<file path="src/rtl/sprite_row_renderer.sv">
// sprite_row_renderer: per-scanline row fetch from the sprite asset ROM and
// serialisation of that row into per-pixel opaque / in-box flags.
//
// state     | meaning
// ----------+--------------------------------------------------------------
// S_IDLE    | waiting for line_start
// S_ADDR    | rom_* just registered from the line_start samples, ROM settling
// S_CAPTURE | rom_data is latched into the pending row
module sprite_row_renderer #(
  parameter int SCALE_LOG2 = 1,
  parameter int V_TOTAL    = 525
) (
  input  logic       clk,
  input  logic       reset,
  input  logic [9:0] hpos,
  input  logic [9:0] vpos,
  input  logic       line_start,
  input  logic       sprite_en,
  input  logic [9:0] sprite_x,
  input  logic [9:0] sprite_y,
  input  logic [3:0] sprite_charc,
  input  logic [1:0] sprite_dir,
  output logic [3:0] rom_charc,
  output logic [1:0] rom_dir,
  output logic [2:0] rom_index,
  input  logic [7:0] rom_data,
  output logic       pixel_on,
  output logic       in_box
);

  localparam int                REP_W     = (SCALE_LOG2 > 0) ? SCALE_LOG2 : 1;
  localparam logic [REP_W-1:0]  REP_MAX   = REP_W'((1 << SCALE_LOG2) - 1);
  localparam logic signed [10:0] ROWS     = 11'sd8 <<< SCALE_LOG2;
  localparam logic [9:0]        LAST_LINE = 10'(V_TOTAL - 1);

  typedef enum logic [1:0] {S_IDLE, S_ADDR, S_CAPTURE} state_t;

  state_t r_state, w_state_nxt;

  logic [9:0]         w_next_line;
  logic signed [10:0] w_dy;
  logic               w_in_range;
  logic [2:0]         w_row_idx;
  logic               w_sample, w_capture, w_swap, w_start;

  logic [9:0]       r_samp_x;
  logic             r_samp_in_range;
  logic [7:0]       r_pend_row, r_act_row;
  logic [9:0]       r_pend_x, r_act_x;
  logic             r_pend_valid, r_act_valid;
  logic [7:0]       r_shreg;
  logic [REP_W-1:0] r_rep_cnt;
  logic [2:0]       r_col_cnt;
  logic             r_drawing;

  // Row arithmetic for the line after the current one; no wrap of the sprite box.
  assign w_next_line = (vpos == LAST_LINE) ? 10'd0 : vpos + 10'd1;
  assign w_dy        = $signed({1'b0, w_next_line}) - $signed({1'b0, sprite_y});
  assign w_in_range  = sprite_en && (w_dy >= 11'sd0) && (w_dy < ROWS);
  assign w_row_idx   = 3'($unsigned(w_dy) >> SCALE_LOG2);

  // Fetch FSM state register.
  always_ff @(posedge clk or negedge reset) begin
    if (!reset) r_state <= S_IDLE;
    else        r_state <= w_state_nxt;
  end

  // Fetch FSM next state; line_start from any state restarts the fetch.
  always_comb begin
    w_state_nxt = r_state;
    if (line_start) begin
      w_state_nxt = S_ADDR;
    end else begin
      case (r_state)
        S_IDLE:    w_state_nxt = S_IDLE;
        S_ADDR:    w_state_nxt = S_CAPTURE;
        S_CAPTURE: w_state_nxt = S_IDLE;
        default:   w_state_nxt = S_IDLE;
      endcase
    end
  end

  // Fetch FSM control outputs; a restart in CAPTURE discards the old fetch.
  always_comb begin
    w_sample  = line_start;
    w_capture = (r_state == S_CAPTURE) && !line_start;
  end

  // Attribute samples and ROM address, held until the next line_start.
  always_ff @(posedge clk or negedge reset) begin
    if (!reset) begin
      rom_charc       <= '0;
      rom_dir         <= '0;
      rom_index       <= '0;
      r_samp_x        <= '0;
      r_samp_in_range <= 1'b0;
    end else if (w_sample) begin
      rom_charc       <= sprite_charc;
      rom_dir         <= sprite_dir;
      rom_index       <= w_row_idx;
      r_samp_x        <= sprite_x;
      r_samp_in_range <= w_in_range;
    end
  end

  assign w_swap = (hpos == 10'd0);

  // Pending/active row double buffer; a same-cycle capture overrides the swap clear.
  always_ff @(posedge clk or negedge reset) begin
    if (!reset) begin
      r_pend_row   <= 8'hFF;
      r_pend_x     <= '0;
      r_pend_valid <= 1'b0;
      r_act_row    <= 8'hFF;
      r_act_x      <= '0;
      r_act_valid  <= 1'b0;
    end else begin
      if (w_swap) begin
        r_act_row   <= r_pend_row;
        r_act_x     <= r_pend_x;
        r_act_valid <= r_pend_valid;
      end
      if (w_capture) begin
        r_pend_row   <= rom_data;
        r_pend_x     <= r_samp_x;
        r_pend_valid <= r_samp_in_range;
      end else if (w_swap) begin
        r_pend_valid <= 1'b0;
      end
    end
  end

  // At hpos 0 the active row is being replaced, so a sprite at x=0 starts from pend.
  assign w_start = w_swap ? (r_pend_valid && (r_pend_x == 10'd0))
                          : (r_act_valid && (hpos == r_act_x));

  // Row serialiser: each ROM bit is held for 2^SCALE_LOG2 pixels.
  always_ff @(posedge clk or negedge reset) begin
    if (!reset) begin
      r_shreg   <= 8'hFF;
      r_rep_cnt <= '0;
      r_col_cnt <= '0;
      r_drawing <= 1'b0;
    end else if (w_start) begin
      r_shreg   <= w_swap ? r_pend_row : r_act_row;
      r_rep_cnt <= '0;
      r_col_cnt <= '0;
      r_drawing <= 1'b1;
    end else if (w_swap) begin
      r_drawing <= 1'b0;
    end else if (r_drawing) begin
      if (r_rep_cnt == REP_MAX) begin
        r_rep_cnt <= '0;
        r_shreg   <= {r_shreg[6:0], 1'b1};
        r_col_cnt <= r_col_cnt + 3'd1;
        if (r_col_cnt == 3'd7) r_drawing <= 1'b0;
      end else begin
        r_rep_cnt <= r_rep_cnt + 1'b1;
      end
    end
  end

  assign in_box   = r_drawing;
  assign pixel_on = r_drawing & ~r_shreg[7];

endmodule

</file>
<file path="config.mk">
export PLATFORM = sky130hd
export DESIGN_NAME = sprite_row_renderer
export DESIGN_NICKNAME = d
export VERILOG_FILES = /design/src/rtl/sprite_row_renderer.sv
export SDC_FILE = /design/constraint.sdc
export NUM_CORES = 1
export LEC_CHECK = 0
export BUFFER_PORTS_ARGS = -buffer_cell sky130_fd_sc_hd__buf_4
export CAP_MARGIN = 20
export CORE_MARGIN = 2
export CORE_UTILIZATION = 35
export DETAILED_ROUTE_END_ITERATION = 7
export GPL_TIMING_DRIVEN = 1
export HOLD_SLACK_MARGIN = 0.05
export SLEW_MARGIN = 20
export SYNTH_ARGS = -nofsm -noshare
export SYNTH_HDL_FRONTEND = slang
export SYNTH_SLANG_ARGS = --single-unit
</file>
<file path="constraint.sdc">
create_clock -name clk -period 3 [get_ports clk]
set_input_delay 0.6 -clock clk [delete_from_list [all_inputs] [get_ports clk]]
set_output_delay 0.6 -clock clk [all_outputs]
set_load 0.02 [all_outputs]
</file>
# Word-level counts from Yosys, hierarchy flattened

Cells that the tools add are included.

Logic and storage cells: 67
Latch bits: 0
Memories: 0
Bits in registers: 73
Output and inout bits: 11
ROM bits: 0
Bits in writable memories: 0
Bits of input ports: 58

$lt $le $gt $ge: 2
Multiply operators: 0
Muxes and demuxes: 24
Bitwise gates (word level): 2
Reductions and logical operators: 13
Eq/ne operators: 6
Div/mod/pow operators: 0
$add $sub $neg: 4
Shift-type cells: 0

Operators with widths:

| cell                                                                                  | number |
|---|---|
| 8-bit 2-to-1 mux                                                                      | 5 |
| 10-bit logical NOT                                                                    | 2 |
| 1-bit 2-to-1 mux                                                                      | 12 |
| 3-bit 2-to-1 mux                                                                      | 4 |
| 11-bit by 1-bit greater-or-equal comparator with 1-bit output (second input constant) | 1 |
| 11-bit by 6-bit less-than comparator with 1-bit output (second input constant)        | 1 |
| 10-bit by 10-bit subtractor with 11-bit output                                        | 1 |
| 10-bit by 1-bit adder with 10-bit output (second input constant)                      | 1 |
| 10-bit == test                                                                        | 1 |
| 10-bit == test (second input constant)                                                | 1 |
| 10-bit 2-to-1 mux                                                                     | 1 |
| 2-bit nonzero test                                                                    | 3 |
| 1-bit logical AND                                                                     | 5 |
| 2-bit 2-to-1 mux                                                                      | 2 |
| 3-bit by 1-bit adder with 3-bit output (second input constant)                        | 1 |
| 3-bit == test (second input constant)                                                 | 1 |
| 3-bit AND reduction                                                                   | 1 |
| 2-bit by 1-bit == test with 1-bit output (second input constant)                      | 1 |
| 2-bit == test (second input constant)                                                 | 1 |
| 2-bit by 1-bit inequality test with 1-bit output (second input constant)              | 1 |
| 2-bit AND reduction                                                                   | 1 |
| 1-bit adder (second input constant)                                                   | 1 |
| 1-bit bitwise AND                                                                     | 1 |
| 1-bit logical NOT                                                                     | 1 |
| 1-bit NOT                                                                             | 1 |

# Logic depth before layout (Yosys ltp)

Gate-level depths: netlist (run 1).

Word-level depth: 6
Depth in mapped cells: 13
Mapped depth without buffers: 13

# Worst setup path after synthesis (run 1)

Ideal clock, no wire load.

Kind: input -> register
Start point: input vpos[0]
End point: register r_samp_in_range
Stages: 13
Data arrival time: 2.828 ns
Setup slack: 0.051 ns
Library setup time: 0.120 ns
Data required time: 2.880 ns
Path buffers: 0
Cell sequence: inv_1 > ha_1 > nand4_1 > nor4_1 > or2_2 > ha_1 > fa_1 > nor2b_1 > o21ai_0 > nor2_1 > a211oi_1 > o41ai_1 > a41o_1

Cells in the longest elaborated chain, start to end: 6
Elaborated cells between the ends (all ways): 8
Classes of those cells: 2 x add/sub; 2 x order compare; 1 x eq/ne; 1 x mux; 2 x reduce/logical

RTL lines:

| element                                                                           | line | RTL |
|---|---|---|
| from (decl)                                                                       | 16   | `input logic [9:0] vpos,` |
| 10-bit by 1-bit adder with 10-bit output / 10-bit == test (equally long branches) | 57   | `assign w_next_line = (vpos == LAST_LINE) ? 10'd0 : vpos + 10'd1;` |
| 10-bit 2-to-1 mux *                                                               | 57   |  |
| 10-bit by 10-bit subtractor with 11-bit output *                                  | 58   | `assign w_dy = $signed({1'b0, w_next_line}) - $signed({1'b0, sprite_y});` |
| 11-bit by 1-bit greater-or-equal comparator with 1-bit output                     | 59   | `assign w_in_range = sprite_en && (w_dy >= 11'sd0) && (w_dy < ROWS);` |
| 1-bit logical AND                                                                 | 59   |  |
| 1-bit logical AND *                                                               | 59   |  |
| to (signal assigned)                                                              | 102  | `r_samp_in_range <= w_in_range;` |
| to (decl)                                                                         | 47   | `logic r_samp_in_range;` |

Mark *: on every way between the ends. The rest lies on a longest branch, timed or not.
A chain may end at the register's enable or synchronous reset.

# Final worst setup path (run 1)

Ends and elaborated chain as after synthesis.

==> flow_metrics.env, run 1 <==
export IMPL_numCtsBuffers=9
export IMPL_place_area_mm2=0.004506
export IMPL_viasPerCell=4.929
export IMPL_antenna_found_initial=0
export IMPL_setup_ws_ns=0.2466
export IMPL_grt_pass1_wl_mm=12.95
export IMPL_rsz0062_at_grt="false"
export IMPL_initial_core_util_pct=36.05
export IMPL_hold_class="input pin to asynchronous set/reset pin"
export IMPL_min_period_ns=2.753
export IMPL_p_sw_share_pct=27.08
export IMPL_finalClockSkew_ns=0.01619
export IMPL_power_frac_seq_pct=49.7
export IMPL_fmax_mhz=363.2
export IMPL_endpoint_kind="flop"
export IMPL_r2r_end="r_shreg[1]"
export IMPL_relSlewSlack_pct=40.79
export IMPL_ant_nets=0
export IMPL_p_clk_share_pct=32.4
export IMPL_die_area_mm2=0.01152
export IMPL_crit_fanout=3
export IMPL_cts_sinks=73
export IMPL_critPathKind="input pin to flop"
export IMPL_synth_top_cell_by_area="dfrtp_1"
export IMPL_ys_seq_area_share_pct=49.67
export IMPL_finalNetCount=478
export IMPL_yosys_warnings=0
export IMPL_port_buffers=68
export IMPL_gp_congestion=0.7551
export IMPL_ys_ff_latch=73
export IMPL_design_area_mm2=0.004715
export IMPL_htree_levels=3
export IMPL_drcViolationCount=0
export IMPL_syn_area_per_cell_um2=11.72
export IMPL_fin_hold_ws_ns=0.3700
export IMPL_synth_async_sr_flop_share_pct=100.0
export IMPL_area_growth_pct=26.10
export IMPL_wl_per_cell_um=13.97
export IMPL_synth_edff_count=0
export IMPL_n_fill_cell=983
export IMPL_drv_slew=0
export IMPL_wirelength_mm=7.625
export IMPL_power_density_mw_per_mm2=505.2
export IMPL_drive_gt1_share_pct=45.37
export IMPL_syn_area_mm2=0.003739
export IMPL_irDropWorstVdd_v=0.0002214
export IMPL_die_w_um=107.4
export IMPL_track_usage_pct=14.12
export IMPL_cts_setup_buffers=0
export IMPL_io_pins=69
export IMPL_clock_latency_ns=0.35
export IMPL_leakage_nw=2.171
export IMPL_grt_pass1_vias=2834
export IMPL_synth_top_cell_area_share_pct=32.80
export IMPL_cts_tree="yes"
export IMPL_root_buffer="clkbuf_8"
export IMPL_intPower_w=0.001737
export IMPL_rr_worst_depth=5
export IMPL_netlist_instances=319
export IMPL_holdBufCountCts=0
export IMPL_synthFlopType="dfrtp_1"
export IMPL_cp_required_ns=3.28
export IMPL_dp_hpwl_mm=5.464
export IMPL_p_sw_w=0.0006451
export IMPL_crit_arrival_ns=3.04
export IMPL_worstReg2RegStart="r_pend_x[5]"
export IMPL_grt_max_degree=74
export IMPL_n_antenna_cell=0
export IMPL_p_total_w=0.002382
export IMPL_post_route_period_util_pct=91.78
export IMPL_drt_iter0_drc=143
export IMPL_path_clk_slew_ns=0.08
export IMPL_first_pass_iters=4
export IMPL_die_y_um=107.4
export IMPL_drv_cap=0
export IMPL_startpoint_type="input pin"
export IMPL_setup_tns_ns=0
export IMPL_status="complete, no violations"
export IMPL_syn_nets=392
export IMPL_pre_cts_ws_ns=-0.2199
export IMPL_overflow=0
export IMPL_finalSetupViolCount=0
export IMPL_num_rows=37
export IMPL_clock_path_buffers=2
export IMPL_r2r_setup_slack_ns=1.12
export IMPL_synth_cell_types=50
export IMPL_synth_area_top_cells="dfrtp_1 (33%), dfstp_2 (17%), mux2_2 (17%), ha_1 (4.7%), xnor2_1 (3.5%)"
export IMPL_num_vias=2691
export IMPL_coreArea_mm2=0.01037
export IMPL_pwr_share_comb_pct=17.8
export IMPL_tightest_slew_ns=0.8881
export IMPL_hold_violations=0
cells in the final DEF (no fill, tap or decap), drive strengths merged, types with 3 or more instances in the layout:
master	count
clkinvlp	3
o221a	7
mux2i	3
buf	86
o21ai	19
nor4	6
a21oi	4
nand4	5
xnor2	15
dfstp	24
nor3	9
inv	19
nand2	13
clkbuf	9
mux2	55
dfrtp	49
nor2b	5
nand3	6
a21boi	3
ha	14
xor2	5
nor2	19
sequential cells by signal, summed over array words and instances, names as in the netlist, 4 cells and up:
name	flops
r_pend_x	10
r_pend_row	8
r_act_x	10
rom_charc	4
r_shreg	8
r_act_row	8
r_samp_x	10
power by group through the flow:
| stage | registers [W] | clock network (W) | logic, W |
|---|---|---|---|
| after global routing | 0.00120 | 0.000853 | 0.000469 |
| after floorplan | 0.00120 | 0 | 0.000220 |
| after CTS | 0.00119 | 0.000798 | 0.000429 |
| after detailed placement | 0.00120 | 0 | 0.000427 |
| final | 0.00118 | 0.000773 | 0.000425 |
| after global placement | 0.00120 | 0 | 0.000416 |
cells in the mapped netlist, types with 3 or more instances:
master,n
nor3_1,9
nand2_1,12
xnor2_1,15
nand4_1,5
inv_1,18
o221a_1,6
o21ai_0,19
a21oi_1,4
a21boi_0,3
nor2b_1,5
ha_1,14
dfrtp_1,49
dfstp_2,24
mux2i_1,3
xor2_1,5
clkbuf_1,6
nor4_1,6
nor2_1,19
nand3_1,6
mux2_2,55
layout make-up:
class	count	area [µm²]	area share, %
inverters	18	67.56	1.433
clock buffers	9	123.9	2.627
multi-input cells	217	1772	37.58
clock inverters	7	78.83	1.672
flip-flops and latches	73	1857	39.38
repair buffers	86	645.6	13.69
well taps	136	170.2	3.609
kinds of logic after synthesis:
kind of cell / Yosys count / synth area share, %
simple gates: 73 / 9.873
flops: 73 / 49.67
mux: 58 / 17.37
compound gates: 51 / 9.940
buf+inv: 29 / 3.246
xor+xnor: 20 / 4.685
fa+ha+maj: 15 / 5.221
critical path, cell delays in order:
cell	delay, ns
buf_4	0.08
inv_1	0.03
ha_1	0.18
nand4_1	0.07
nor4_1	0.06
or2_2	0.27
ha_1	0.21
fa_1	0.39
nor2b_1	0.21
o21ai_1	0.15
nor4_2	0.22
a21oi_1	0.09
o41ai_1	0.26
a41o_1	0.21
metal layers:
metal	GRT usage (%)	vias to the layer above	wire length [µm]
li1	-	1318	-
met3	3.208	8	280
met1	17.51	1307	3496
met4	5.220	0	106
met2	24.05	58	3741
met5	0	-	0
metrics by stage:
step	cells	utilization (%)
after floorplan	319	-
after CTS	546	45.40
after global routing	546	45.46
final	546	45.46
after global placement	530	43.45
after detailed placement	530	43.45
worst max-delay path by stage:
| stage | cells after the start | from | slack (ns) | end |
|---|---|---|---|---|
| final | 14 | vpos[0] | 0.25 | r_samp_in_range |
| after global placement | 14 | vpos[0] | -0.04 | r_samp_in_range |
| after CTS | 14 | vpos[0] | 0.16 | r_samp_in_range |
| after global routing | 14 | vpos[0] | 0.08 | r_samp_in_range |
| after floorplan | 13 | vpos[0] | 0.05 | r_samp_in_range |
| after detailed placement | 14 | vpos[0] | -0.22 | r_samp_in_range |
repair_timing:
item / 4_1_cts / 5_1_grt
resized for setup: 0 / 2
endpoints found under the setup margin: 0 / 1
endpoints found under the hold margin: 0 / 0
(Power assumes the default switching activity.)
==> run 2: changes to the inputs <==
- CAP_MARGIN: 20 -> 5
- REMOVE_ABC_BUFFERS: not set -> 1
==> flow_metrics.env, run 2 (same netlist as run 1, synthesis figures left out) <==
export IMPL_power_frac_seq_pct=49.3
export IMPL_htree_levels=3
export IMPL_grt_max_degree=74
export IMPL_cts_sinks=73
export IMPL_n_antenna_cell=0
export IMPL_p_total_w=0.002406
export IMPL_gr_usage_met2_pct=23.28
export IMPL_crit_arrival_ns=3.01
export IMPL_crit_fanout=5
export IMPL_finalClockSkew_ns=0.01120
export IMPL_track_usage_pct=14.25
export IMPL_drcViolationCount=0
export IMPL_root_buffer="clkbuf_8"
export IMPL_path_clk_slew_ns=0.08
export IMPL_wirelength_mm=7.620
export IMPL_coreArea_mm2=0.01037
export IMPL_min_period_ns=2.768
export IMPL_n_fill_cell=990
export IMPL_drv_cap=0
export IMPL_setup_ws_ns=0.2324
export IMPL_leakage_nw=2.170
export IMPL_pre_cts_ws_ns=-0.1407
export IMPL_clock_path_buffers=2
export IMPL_die_y_um=107.4
export IMPL_initial_core_util_pct=36.05
export IMPL_cp_required_ns=3.24
export IMPL_ant_nets=0
export IMPL_hold_class="input pin to asynchronous set/reset pin"
export IMPL_p_sw_share_pct=26.13
export IMPL_use_met3_pct=3.995
export IMPL_tightest_slew_ns=0.9131
export IMPL_top_regs="r_act_x x10, r_pend_x x10, r_samp_x x10"
export IMPL_first_pass_iters=4
export IMPL_die_w_um=107.4
export IMPL_intPower_w=0.001777
export IMPL_rsz0062_at_grt="false"
export IMPL_grt_pass1_wl_mm=13.02
export IMPL_mostFrequentLayoutCell="buf_4"
export IMPL_numCtsBuffers=9
export IMPL_grt_pass1_vias=2834
export IMPL_grt_use_met1_pct=17.94
export IMPL_setup_tns_ns=0
export IMPL_r2r_setup_slack_ns=1.11
export IMPL_relSlewSlack_pct=39.13
export IMPL_dp_hpwl_mm=5.594
export IMPL_pwr_share_comb_pct=17.2
export IMPL_fmax_mhz=361.3
export IMPL_utilization_pct=45.37
export IMPL_p_sw_w=0.0006286
export IMPL_final_cell_mix="buf_4 (84), mux2_2 (55), dfrtp_1 (49)"
export IMPL_hold_violations=0
export IMPL_irDropWorstVdd_v=0.0002450
export IMPL_drv_slew=0
export IMPL_cts_setup_buffers=0
export IMPL_antenna_found_initial=0
export IMPL_wl_per_cell_um=14.01
export IMPL_rr_worst_depth=5
export IMPL_finalNetCount=476
export IMPL_overflow=0
export IMPL_endpoint_kind="flop"
export IMPL_die_area_mm2=0.01152
export IMPL_io_pins=69
export IMPL_cts_tree="yes"
export IMPL_status="complete, no violations"
export IMPL_drt_iter0_drc=84
export IMPL_p_clk_share_pct=33.5
export IMPL_critPathKind="input pin to flop"
export IMPL_area_growth_pct=25.84
export IMPL_gp_congestion=0.7725
export IMPL_drive_gt1_share_pct=44.85
export IMPL_power_density_mw_per_mm2=511.3
export IMPL_post_route_period_util_pct=92.25
export IMPL_grt_busiest_layer="met2"
export IMPL_clock_latency_ns=0.35
export IMPL_finalSetupViolCount=0
export IMPL_viasPerCell=4.961
export IMPL_num_rows=37
export IMPL_port_buffers=68
export IMPL_startpoint_type="input pin"
export IMPL_num_vias=2699
==> run 2: cell types whose count changed in the layout (fill, tap and decap cells not counted) <==
| cell | change |
|---|---|
| nor4_2 | -1 |
| clkbuf_8 | +2 |
| nor4_1 | +1 |
| buf_4 | -2 |
| clkinv_4 | -1 |
| clkinvlp_4 | -1 |
==> run 2: repair_timing <==
action / CTS / global route
hold buffers: 0 / 0
endpoints found under the setup margin: 0 / 1
gates resized for setup: 0 / 1
hold endpoints to repair: 0 / 0
==> run 2: routing by layer <==
| layer | vias to the layer above | share of wire (%) |
|---|---|---|
| li1 | 1315 | - |
| met1 | 1313 | 45 |
| met2 | 62 | 49 |
| met3 | 9 | 5.2 |
| met4 | 0 | 1.6 |
| met5 | - | 0 |
==> run 2: through the flow <==
stage / instances / hold WS (ns) / area [µm²]
after floorplan: 308 / 0.3044 / 3685
after global placement: 528 / 0.4089 / 4491
after detailed placement: 528 / 0.4236 / 4491
after CTS: 544 / 0.4036 / 4705
after global routing: 544 / 0.4522 / 4705
final: 544 / 0.3854 / 4705
==> run 2: layout make-up <==
cell class	count	area, µm²	area share, %
clock inverter	5	62.56	1.330
clock buffer	11	151.4	3.218
sequential	73	1857	39.47
timing repair buffer	84	630.6	13.40
inverter	18	67.56	1.436
multi-input combinational	217	1765	37.53
tap	136	170.2	3.617
==> run 2: path summary, 6_finish.rpt <==
| path | end | start |
|---|---|---|
| setup / recovery | r_samp_in_range | vpos[0] |
| hold / removal | r_samp_x[3] | reset |
| setup reg to reg | r_shreg[2] | r_pend_x[3] |
| hold reg to reg | r_state[1] | r_state[1] |
| max in group asynchronous | r_rep_cnt | reset |
| min in group clk | r_state[1] | r_state[1] |
==> run 2: power groups by stage <==
stage	clock network, W	logic [W]	registers [W]
3_5_place_dp	0	0.000419	0.00121
4_1_cts	0.000835	0.000421	0.00119
2_1_floorplan	0	0.000216	0.00120
6_report	0.000806	0.000415	0.00119
3_3_place_gp	0	0.000410	0.00120
5_1_grt	0.000877	0.000459	0.00120
==> run 2: worst max-delay path, stage by stage <==
cell	delay [ns]
buf_4	0.11
inv_1	0.05
ha_1	0.13
nand4_1	0.07
nor4_1	0.26
buf_4	0.20
nor2_1	0.05
ha_1	0.28
nor2b_1	0.16
o21ai_1	0.24
buf_4	0.17
nor2_1	0.04
a211oi_1	0.26
o41ai_1	0.13
a41o_1	0.25
